<file path="src/rtl/uart_param_fifo_if.sv">
// rtl/uart_param_fifo_if.sv - Handshake, data and status bundle for uart_param_fifo
interface uart_param_fifo_if #(
    parameter int DBITS = 8,
    parameter int ABITS = 4
);
    logic             CLR_I;
    logic             WE_I;
    logic [DBITS-1:0] W_DATA_I;
    logic             RE_I;
    logic [DBITS-1:0] R_DATA_O;
    logic             FULL_O;
    logic             EMPTY_O;
    logic             HALF_FULL_O;
    logic [ABITS:0]   AFULL_LVL_I;
    logic [ABITS:0]   AEMPTY_LVL_I;
    logic             AFULL_O;
    logic             AEMPTY_O;
    logic [ABITS:0]   LEVEL_O;
    logic             OVF_O;
    logic             UDF_O;

    // FIFO side: consumes requests and thresholds, produces data and status
    modport slave (
        input  CLR_I, WE_I, W_DATA_I, RE_I, AFULL_LVL_I, AEMPTY_LVL_I,
        output R_DATA_O, FULL_O, EMPTY_O, HALF_FULL_O, AFULL_O, AEMPTY_O,
               LEVEL_O, OVF_O, UDF_O
    );

    // Client side: drives requests and thresholds, observes data and status
    modport master (
        output CLR_I, WE_I, W_DATA_I, RE_I, AFULL_LVL_I, AEMPTY_LVL_I,
        input  R_DATA_O, FULL_O, EMPTY_O, HALF_FULL_O, AFULL_O, AEMPTY_O,
               LEVEL_O, OVF_O, UDF_O
    );
endinterface

</file>
<file path="src/rtl/uart_param_fifo.sv">
// rtl/uart_param_fifo.sv - Parametrised show-ahead FIFO with level/threshold status; UART_FIFO_ERR_FLAGS_EN enables sticky OVF/UDF
module uart_param_fifo #(
    parameter int DBITS = 8,
    parameter int ABITS = 4
) (
    input  logic                 CLK_I,
    input  logic                 RST_NI,
    uart_param_fifo_if.slave     bus
);
    localparam logic [ABITS:0] DEPTH = {1'b1, {ABITS{1'b0}}};
    localparam logic [ABITS:0] HALF  = DEPTH >> 1;

    logic [DBITS-1:0] mem [DEPTH];
    logic [ABITS:0]   w_ptr;
    logic [ABITS:0]   r_ptr;
    logic [ABITS:0]   level;
    logic             full;
    logic             empty;
    logic             rd_acc;
    logic             wr_acc;
    logic             wr_en;
    logic             rd_en;

    // Status is decoded from the registered pointers only
    assign level = w_ptr - r_ptr;
    assign full  = (level == DEPTH);
    assign empty = (level == '0);

    // A read frees a slot on the same edge, so a full FIFO can still take a write
    assign rd_acc = bus.RE_I & ~empty;
    assign wr_acc = bus.WE_I & (~full | rd_acc);
    assign wr_en  = wr_acc & ~bus.CLR_I;
    assign rd_en  = rd_acc & ~bus.CLR_I;

    assign bus.LEVEL_O     = level;
    assign bus.FULL_O      = full;
    assign bus.EMPTY_O     = empty;
    assign bus.HALF_FULL_O = (level >= HALF);
    assign bus.AFULL_O     = (level >= bus.AFULL_LVL_I);
    assign bus.AEMPTY_O    = (level <= bus.AEMPTY_LVL_I);
    assign bus.R_DATA_O    = mem[r_ptr[ABITS-1:0]];

    // Pointer update; flush wins over any access in the same cycle
    always_ff @(posedge CLK_I or negedge RST_NI) begin
        if (!RST_NI) begin
            w_ptr <= '0;
            r_ptr <= '0;
        end else if (bus.CLR_I) begin
            w_ptr <= '0;
            r_ptr <= '0;
        end else begin
            if (wr_acc) w_ptr <= w_ptr + 1'b1;
            if (rd_acc) r_ptr <= r_ptr + 1'b1;
        end
    end

    // Storage array, intentionally not reset
    always_ff @(posedge CLK_I) begin
        if (wr_en) mem[w_ptr[ABITS-1:0]] <= bus.W_DATA_I;
    end

`ifdef UART_FIFO_ERR_FLAGS_EN
    logic ovf;
    logic udf;

    // Sticky rejected-access flags, cleared by flush or reset
    always_ff @(posedge CLK_I or negedge RST_NI) begin
        if (!RST_NI) begin
            ovf <= 1'b0;
            udf <= 1'b0;
        end else if (bus.CLR_I) begin
            ovf <= 1'b0;
            udf <= 1'b0;
        end else begin
            if (bus.WE_I & ~wr_acc) ovf <= 1'b1;
            if (bus.RE_I & ~rd_acc) udf <= 1'b1;
        end
    end

    assign bus.OVF_O = ovf;
    assign bus.UDF_O = udf;
`else
    logic unused_rd_en;
    assign unused_rd_en = rd_en;
    assign bus.OVF_O    = 1'b0;
    assign bus.UDF_O    = 1'b0;
`endif

`ifdef UART_FIFO_ERR_FLAGS_EN
    logic unused_rd_en;
    assign unused_rd_en = rd_en;
`endif
endmodule
</file>
<file path="src/flat_wrapper.sv">
// flat-port wrapper written by rule: the top's interface ports become plain ports
module uart_param_fifo_flat 
#(
    parameter int DBITS = 8,
    parameter int ABITS = 4
)
  (CLK_I, RST_NI, bus_CLR_I, bus_WE_I, bus_W_DATA_I, bus_RE_I, bus_AFULL_LVL_I, bus_AEMPTY_LVL_I, bus_R_DATA_O, bus_FULL_O, bus_EMPTY_O, bus_HALF_FULL_O, bus_AFULL_O, bus_AEMPTY_O, bus_LEVEL_O, bus_OVF_O, bus_UDF_O);
  uart_param_fifo_if #(.DBITS(DBITS), .ABITS(ABITS)) bus_i ();
  input  logic CLK_I;
  input  logic RST_NI;
  input wire logic [$bits(bus_i.CLR_I)-1:0] bus_CLR_I;
  input wire logic [$bits(bus_i.WE_I)-1:0] bus_WE_I;
  input wire logic [$bits(bus_i.W_DATA_I)-1:0] bus_W_DATA_I;
  input wire logic [$bits(bus_i.RE_I)-1:0] bus_RE_I;
  input wire logic [$bits(bus_i.AFULL_LVL_I)-1:0] bus_AFULL_LVL_I;
  input wire logic [$bits(bus_i.AEMPTY_LVL_I)-1:0] bus_AEMPTY_LVL_I;
  output wire logic [$bits(bus_i.R_DATA_O)-1:0] bus_R_DATA_O;
  output wire logic [$bits(bus_i.FULL_O)-1:0] bus_FULL_O;
  output wire logic [$bits(bus_i.EMPTY_O)-1:0] bus_EMPTY_O;
  output wire logic [$bits(bus_i.HALF_FULL_O)-1:0] bus_HALF_FULL_O;
  output wire logic [$bits(bus_i.AFULL_O)-1:0] bus_AFULL_O;
  output wire logic [$bits(bus_i.AEMPTY_O)-1:0] bus_AEMPTY_O;
  output wire logic [$bits(bus_i.LEVEL_O)-1:0] bus_LEVEL_O;
  output wire logic [$bits(bus_i.OVF_O)-1:0] bus_OVF_O;
  output wire logic [$bits(bus_i.UDF_O)-1:0] bus_UDF_O;
  assign bus_i.CLR_I = bus_CLR_I;
  assign bus_i.WE_I = bus_WE_I;
  assign bus_i.W_DATA_I = bus_W_DATA_I;
  assign bus_i.RE_I = bus_RE_I;
  assign bus_i.AFULL_LVL_I = bus_AFULL_LVL_I;
  assign bus_i.AEMPTY_LVL_I = bus_AEMPTY_LVL_I;
  assign bus_R_DATA_O = bus_i.R_DATA_O;
  assign bus_FULL_O = bus_i.FULL_O;
  assign bus_EMPTY_O = bus_i.EMPTY_O;
  assign bus_HALF_FULL_O = bus_i.HALF_FULL_O;
  assign bus_AFULL_O = bus_i.AFULL_O;
  assign bus_AEMPTY_O = bus_i.AEMPTY_O;
  assign bus_LEVEL_O = bus_i.LEVEL_O;
  assign bus_OVF_O = bus_i.OVF_O;
  assign bus_UDF_O = bus_i.UDF_O;
  uart_param_fifo #(.DBITS(DBITS), .ABITS(ABITS)) u_core (.CLK_I(CLK_I), .RST_NI(RST_NI), .bus(bus_i));
endmodule
</file>
<file path="config.mk">
export PLATFORM = sky130hd
export DESIGN_NAME = uart_param_fifo_flat
export DESIGN_NICKNAME = d
export VERILOG_FILES = /design/src/rtl/uart_param_fifo_if.sv /design/src/rtl/uart_param_fifo.sv /design/src/flat_wrapper.sv
export SDC_FILE = /design/constraint.sdc
export NUM_CORES = 1
export LEC_CHECK = 0
export BUFFER_PORTS_ARGS = -buffer_cell sky130_fd_sc_hd__buf_2
export CORE_UTILIZATION = 65
export CTS_BUF_LIST = sky130_fd_sc_hd__clkbuf_8
export DETAILED_ROUTE_END_ITERATION = 12
export PLACE_DENSITY_LB_ADDON = 0.2
export SLEW_MARGIN = 20
export SYNTH_ARGS = -nofsm -noshare
export SYNTH_HDL_FRONTEND = slang
export SYNTH_SLANG_ARGS = --single-unit
</file>
<file path="constraint.sdc">
create_clock -name CLK_I -period 8 [get_ports CLK_I]
set_input_delay 0.4 -clock CLK_I [delete_from_list [all_inputs] [get_ports CLK_I]]
set_output_delay 0.4 -clock CLK_I [all_outputs]
set_load 0.01 [all_outputs]
</file>
==> run_results.csv, run 1 <==
group,metric,value,unit
status,outcome,"finished with violations",
status,violations,"DRC",
clock_tree,clockBufferDepth,2,
drt,dr.pass1.iters,9,
synthesis,ys_seq_area_frac,0.6835,
worst_setup_path,rr_endpoint,"u_core.mem[6][5]",
global_routing,grt_pass1_vias,3403,
place,hpwl,7.880,mm
worst_setup_path,startpoint,"u_core.r_ptr[1]",
sta,worst_pin_slew,1.106,ns
synthesis,synth-seq-cells,138,
floorplan,io_pins,43,
place,placed_area,6250,um^2
worst_setup_path,r2r_cells,7,
synthesis,synth.area.top_cells,"edfxtp_1 64%, mux4_2 12%, dfrtp_1 4.2%, ha_1 3.6%, nand2_1 2.3%",
global_routing,grt_pass1_wl,18.34,mm
floorplan,fp-row-count,34,
sta,setup_viol,0,
pwr,leakage,0.002313,uW
final_layout,final-seq-area,4098,um^2
sta,slew_violations,0,
sta,skew,0.009633,ns
synthesis,ys.flop_type,"edfxtp_1",
clock_tree,cts_setup_buffers,0,
run,max_cap_viol_count,0,
worst_setup_path,rrSetupSlack,3.75,ns
drt,antenna_left,0,
worst_setup_path,endpoint,"u_core.mem[6][5]",
synthesis,synth_top_area_share,0.6417,
global_routing,gr-total-overflow,0,
pwr,power.density,280.6,nW/um^2
worst_setup_path,arrival,4.31,ns
final_layout,design_area,6694,um^2
sta,finalCritPeriodShare,0.5317,
pwr,p_total,1879,uW
drt,postRouteWirelength,11.88,mm
worst_setup_path,reg2reg_from,"u_core.r_ptr[1]",
final_layout,fill_cells,515,
final_layout,multi_input_area,1754,um^2
sta,rsz0062_at_grt,"false",
floorplan,core,8806,um^2
synthesis,syn_area_per_cell,16.41,um^2
clock_tree,cts_sinks,138,
drt,num_vias,3424,
final_layout,n_antenna_cell,0,
final_layout,instances_no_fill,530,
worst_setup_path,required,8.06,ns
synthesis,syn_inst,365,
floorplan,start_util,0.6802,
synthesis,synthTopCellsByCount,"128 x edfxtp_1, 37 x nand2_1, 32 x mux4_2",
global_routing,grt_usage,0.2707,
sta,final.setup.tns,0,ns
worst_setup_path,critPathKind,"reg2reg",
clock_tree,numCtsBuffers,17,
clock_tree,htree_levels,4,
global_routing,antenna_found_initial,0,
hold_path,hp-class,"in2reg",
drt,wl_per_cell,22.41,um
clock_tree,root_buffer,"clkbuf_8",
final_layout,area_growth_syn_to_layout,11.76,%
drt,drt_iter0_markers,297,
sta,max_clock_freq,235.1,MHz
clock_tree,clk_pin_slew,0.08,ns
worst_setup_path,cp-start-kind,"flop",
sta,period_needed,4.253,ns
global_routing,grt_start_max_net_pins,38,
floorplan,die_area,9602,um^2
worst_setup_path,cp_max_fo,28,
synthesis,synth_warnings,0,
final_layout,final_nets,450,
worst_setup_path,end_kind,"flop",
place,place_congestion,0.8526,
floorplan,die_w,97.99,um
sta,maxSlewHeadroom,0.2573,
synthesis,yosysUniqueCellTypes,43,
place,io_buffers,40,
synthesis,async_reset_ff_frac,0.07246,
pwr,vdd_drop_max,206.7,uV
synthesis,synth-edff-count,128,
clock_tree,tritoncts,"done",
sta,hold_violations,0,
floorplan,dieHeight,97.99,um
synthesis,netlist_area,5989,um^2
synthesis,yosysMostFrequentCell,"edfxtp_1",
synthesis,synth.largest_area_cell,"edfxtp_1",
clock_tree,clock_latency,0.43,ns
place,post-place-cells,497,
final_layout,drive_above_1_share,0.2701,
drt,viasPerCell,6.460,
drt,drc_errors,3,
through the flow:
step | hold slack, ns | utilization | setup slack [ns]
finish | 0.2996 | 0.7602 | 3.747
global route | 0.3102 | 0.7602 | 3.445
CTS | 0.2851 | 0.7587 | 3.247
detailed placement | 0.2837 | 0.7097 | 3.293
global placement | 0.2741 | 0.7097 | 3.502
floorplan | 0.1044 | - | 4.074
area by class of cell:
| type | instances | area share |
|---|---|---|
| Multi-Input combinational cell | 192 | 0.2621 |
| Sequential cell | 138 | 0.6121 |
| Clock buffer | 17 | 0.03495 |
| Tap cell | 108 | 0.02019 |
| Inverter | 18 | 0.01009 |
| Clock inverter | 15 | 0.02804 |
| Timing Repair Buffer | 42 | 0.03252 |
routing by layer:
| metal | routed length, um | part of all wire | global-route usage | vias up |
|---|---|---|---|---|
| met5 | 0 | 0 | 0 | - |
| met4 | 295 | 0.025 | 0.1142 | 0 |
| met3 | 803 | 0.068 | 0.06013 | 26 |
| met2 | 6027 | 0.51 | 0.4317 | 171 |
| met1 | 4751 | 0.40 | 0.3678 | 1719 |
| li1 | - | - | - | 1508 |
cell usage in the layout (no fill, tap or decap), drive strengths merged, types with 3 or more instances in the layout:
cell type / synthesis / layout
a21oi: 15 / 15
a31oi: 8 / 8
and3: 9 / 9
buf: 8 / 41
bufinv: 0 / 3
clkbuf: 10 / 17
clkinv: 2 / 3
clkinvlp: 0 / 4
dfrtp: 10 / 10
edfxtp: 128 / 128
ha: 17 / 17
inv: 16 / 23
mux4: 32 / 32
nand2: 37 / 37
nand2b: 3 / 3
nand3: 3 / 3
nand3b: 4 / 4
nand4: 4 / 4
nor2: 13 / 13
nor3: 4 / 4
o21ai: 9 / 9
or3: 6 / 6
xor2: 3 / 3
sequential cells by signal, indices dropped and copies added (netlist names):
register,count
u_core.r_ptr,5
u_core.mem,128
u_core.w_ptr,5
timing repair:
action / 4_1_cts / 5_1_grt
hold buffers: 1 / 0
gates resized for setup: 0 / 0
hold endpoints to repair: 10 / 0
worst min path at each step:
stage                        start         endpoint  slack [ns]  cells past startpoint
after floorplan             RST_NI  u_core.r_ptr[0]        0.10                      0
after global placement      RST_NI  u_core.w_ptr[0]        0.27                      1
after detailed placement    RST_NI  u_core.w_ptr[0]        0.28                      1
after CTS                 bus_WE_I  u_core.w_ptr[1]        0.29                      3
after global routing      bus_WE_I  u_core.w_ptr[1]        0.31                      3
final                     bus_WE_I  u_core.w_ptr[1]        0.30                      3
logic make-up (layout without fill, tap and decap cells):
logic type / Yosys count / in the layout / synth area share
other: 1 / 2 / 0.0006261
flip-flops: 138 / 138 / 0.6835
multiplexers: 32 / 32 / 0.1203
AO/OA/AOI/OAI: 42 / 42 / 0.04470
AND/OR/NAND/NOR: 94 / 94 / 0.07896
XOR/XNOR: 3 / 3 / 0.004388
adder cells (fa/ha/maj): 19 / 19 / 0.04053
buffers and inverters: 36 / 92 / 0.02695
critical path, stage by stage, from the launching register on:
cell       delay (ns)
dfrtp_2          0.79
clkinv_1         0.47
fa_1             0.56
xor2_1           0.36
nand4b_1         0.26
a2111oi_4        0.16
or3b_1           0.47
nor3_1           0.79
where the power goes:
part | switching [uW] | total, uW | leakage, uW | internal, uW
Sequential | 20.5 | 819 | 0.00129 | 799
Combinational | 250 | 462 | 0.000824 | 212
Clock | 283 | 597 | 0.000203 | 314
No activity file was read; power rests on OpenSTA's default activity.
==> inputs of run 2 (changes only) <==
- CORE_UTILIZATION: 65 -> 62
- clock period: 8 -> 4.3 ns (I/O delays scaled with it)
==> run 2 against run 1 <==
The flow now finishes without violations. Sequential power up 83%. Via count down 2.0%. Clock power up 69%. Utilization down 3.8 points. Final cell count up 4.5%. Highest routed layer unchanged. Total power up 80%. Worst hold slack worse by 0.19 ns. Combinational power up 90%. Routed wire length down 2.2%.
==> run_results.csv, run 2 (synthesis results as in run 1) <==
group,metric,value,unit
clock_tree,clk_pin_slew,0.07,ns
worst_setup_path,arrival,3.69,ns
sta,period_needed,3.640,ns
sta,setup_viol,0,
clock_tree,htree_levels,4,
pwr,p_sw,988.0,uW
pwr,power_frac_clock,0.299,
floorplan,dieHeight,100.3,um
worst_setup_path,end_kind,"flop",
final_layout,fill_cells,604,
final_layout,largest_register_ffs,128,
clock_tree,clockBufferDepth,2,
clock_tree,root_buffer,"clkbuf_8",
place,hpwl,7.531,mm
floorplan,start_util,0.6451,
pwr,switching_share,0.2918,
drt,viasPerCell,6.058,
clock_tree,tritoncts,"done",
sta,rsz0062_at_grt,"false",
floorplan,die_area,10060,um^2
status,outcome,"finished, final reports clean",
sta,skew,0.005316,ns
sta,hold_violations,0,
pwr,power.density,504.9,nW/um^2
pwr,combinationalPowerShare,0.259,
sta,hold_slack,0.1129,ns
sta,worst_pin_slew,1.057,ns
worst_setup_path,crit_top_cell,"inv_1",
floorplan,io_pins,43,
global_routing,grt_start_max_net_pins,37,
sta,final.setup.tns,0,ns
sta,maxSlewHeadroom,0.2900,
pwr,leakage,0.002329,uW
clock_tree,cts_setup_buffers,0,
final_layout,final-seq-area,4095,um^2
hold_path,hp-class,"in2reg",
pwr,seqPwrFrac,0.442,
clock_tree,clock_latency,0.44,ns
worst_setup_path,required,4.35,ns
worst_setup_path,critical_path.slowest_cell,"nor3_1",
final_layout,final_common_cell,"edfxtp_1",
drt,dr.pass1.iters,5,
pwr,p_int,2398,uW
sta,slew_violations,0,
worst_setup_path,path_cells,"inv_1, ha_1, inv_1, fa_1, xor2_1, nand4b_1, a2111oi_4, or3b_1, nor3_1",
final_layout,final_cell_mix,"128 x edfxtp_1, 40 x buf_2, 37 x nand2_1, 32 x mux4_2",
global_routing,antenna_found_initial,0,
final_layout,n_antenna_cell,0,
sta,finalCritPeriodShare,0.8465,
worst_setup_path,cp_max_fo,14,
drt,wl_per_cell,20.96,um
clock_tree,cts_sinks,138,
worst_setup_path,cp-start-kind,"flop",
worst_setup_path,critPathKind,"reg2reg",
clock_tree,numCtsBuffers,17,
global_routing,grt_pass1_wl,18.05,mm
floorplan,fp-row-count,35,
drt,num_vias,3356,
place,io_buffers,40,
drt,postRouteWirelength,11.61,mm
drt,antenna_left,0,
global_routing,gr-total-overflow,0,
global_routing,grt_usage,0.2528,
drt,drt_iter0_markers,266,
drt,drc_errors,0,
pwr,vdd_drop_max,368.7,uV
sta,max_clock_freq,274.7,MHz
final_layout,multi_input_area,1753,um^2
run,max_cap_viol_count,0,
worst_setup_path,max_stage_delay,0.83,ns
final_layout,drive_above_1_share,0.2706,
place,place_congestion,0.8327,
floorplan,core,9284,um^2
final_layout,area_growth_syn_to_layout,11.97,%
floorplan,die_w,100.3,um
final_layout,final_nets,454,
global_routing,grt_pass1_vias,3316,
[run 2: cell count changes in the layout (fill, tap and decap cells not counted), moves of 3 or more]
cell,previous run,this run
clkinvlp_4,4,1
clkinv_2,0,3
buf_4,1,5
clkinv_4,1,4
[run 2: area by class of cell]
cell class / count / area share
Timing Repair Buffer: 46 / 0.03694
Clock inverter: 14 / 0.02201
Inverter: 18 / 0.01007
Clock buffer: 17 / 0.03489
Tap cell: 129 / 0.02407
Sequential cell: 138 / 0.6106
Multi-Input combinational cell: 192 / 0.2614
[run 2: path summary, 6_finish.rpt]
check                      cells past startpoint                to  slack [ns]            start
max in group asynchronous                      2   u_core.r_ptr[0]        3.92           RST_NI
setup reg to reg                               9  u_core.mem[6][1]        0.66  u_core.w_ptr[0]
setup / recovery                               9  u_core.mem[6][1]        0.66  u_core.w_ptr[0]
hold reg to reg                                2   u_core.w_ptr[4]        0.58  u_core.w_ptr[4]
min in group asynchronous                      2   u_core.r_ptr[4]        0.17           RST_NI
hold / removal                                 3   u_core.w_ptr[1]        0.11         bus_WE_I
[run 2: stage by stage]
| stage | util | cells | cell area, um^2 | total power, uW | setup slack [ns] |
|---|---|---|---|---|---|
| finish | 0.7224 | 554 | 6706 | 3386 | 0.6602 |
| global route | 0.7224 | 554 | 6706 | 3537 | 0.4147 |
| CTS | 0.7213 | 554 | 6696 | 3404 | 0.6290 |
| detailed placement | 0.6791 | 522 | 6305 | 2409 | 0.6777 |
| global placement | 0.6786 | 522 | 6300 | 2395 | 0.7866 |
| floorplan | - | 366 | 5993 | 2169 | 0.3742 |
[run 2: critical path, delay by kind of cell (launching register included)]
kind / cells / cell delay [ns]
AO/OA/AOI/OAI: 1 / 0.17
XOR/XNOR: 1 / 0.35
adder cells (fa/ha/maj): 2 / 0.56
buffers and inverters: 2 / 0.18
flip-flops: 1 / 0.43
AND/OR/NAND/NOR: 3 / 1.55
[run 2: per-layer routing]
layer	up-vias	track usage	part of all wire
met5	-	0	0
met4	0	0.08473	0.016
met3	19	0.05084	0.064
met2	138	0.4062	0.50
met1	1687	0.3532	0.42
li1	1512	-	-
[run 2: repair_timing]
action	4_1_cts	5_1_grt
hold buffers	1	0
resized for setup	0	0
hold endpoints to repair	10	0
[run 2: power by group through the flow]
stage                     Sequential [uW]  Combinational, uW  Clock [uW]
after global routing                 1500                960        1080
after detailed placement             1530                882           0
after global placement               1530                870           0
after CTS                            1500                889        1020
after floorplan                      1520                645           0
final                                1500                878        1010
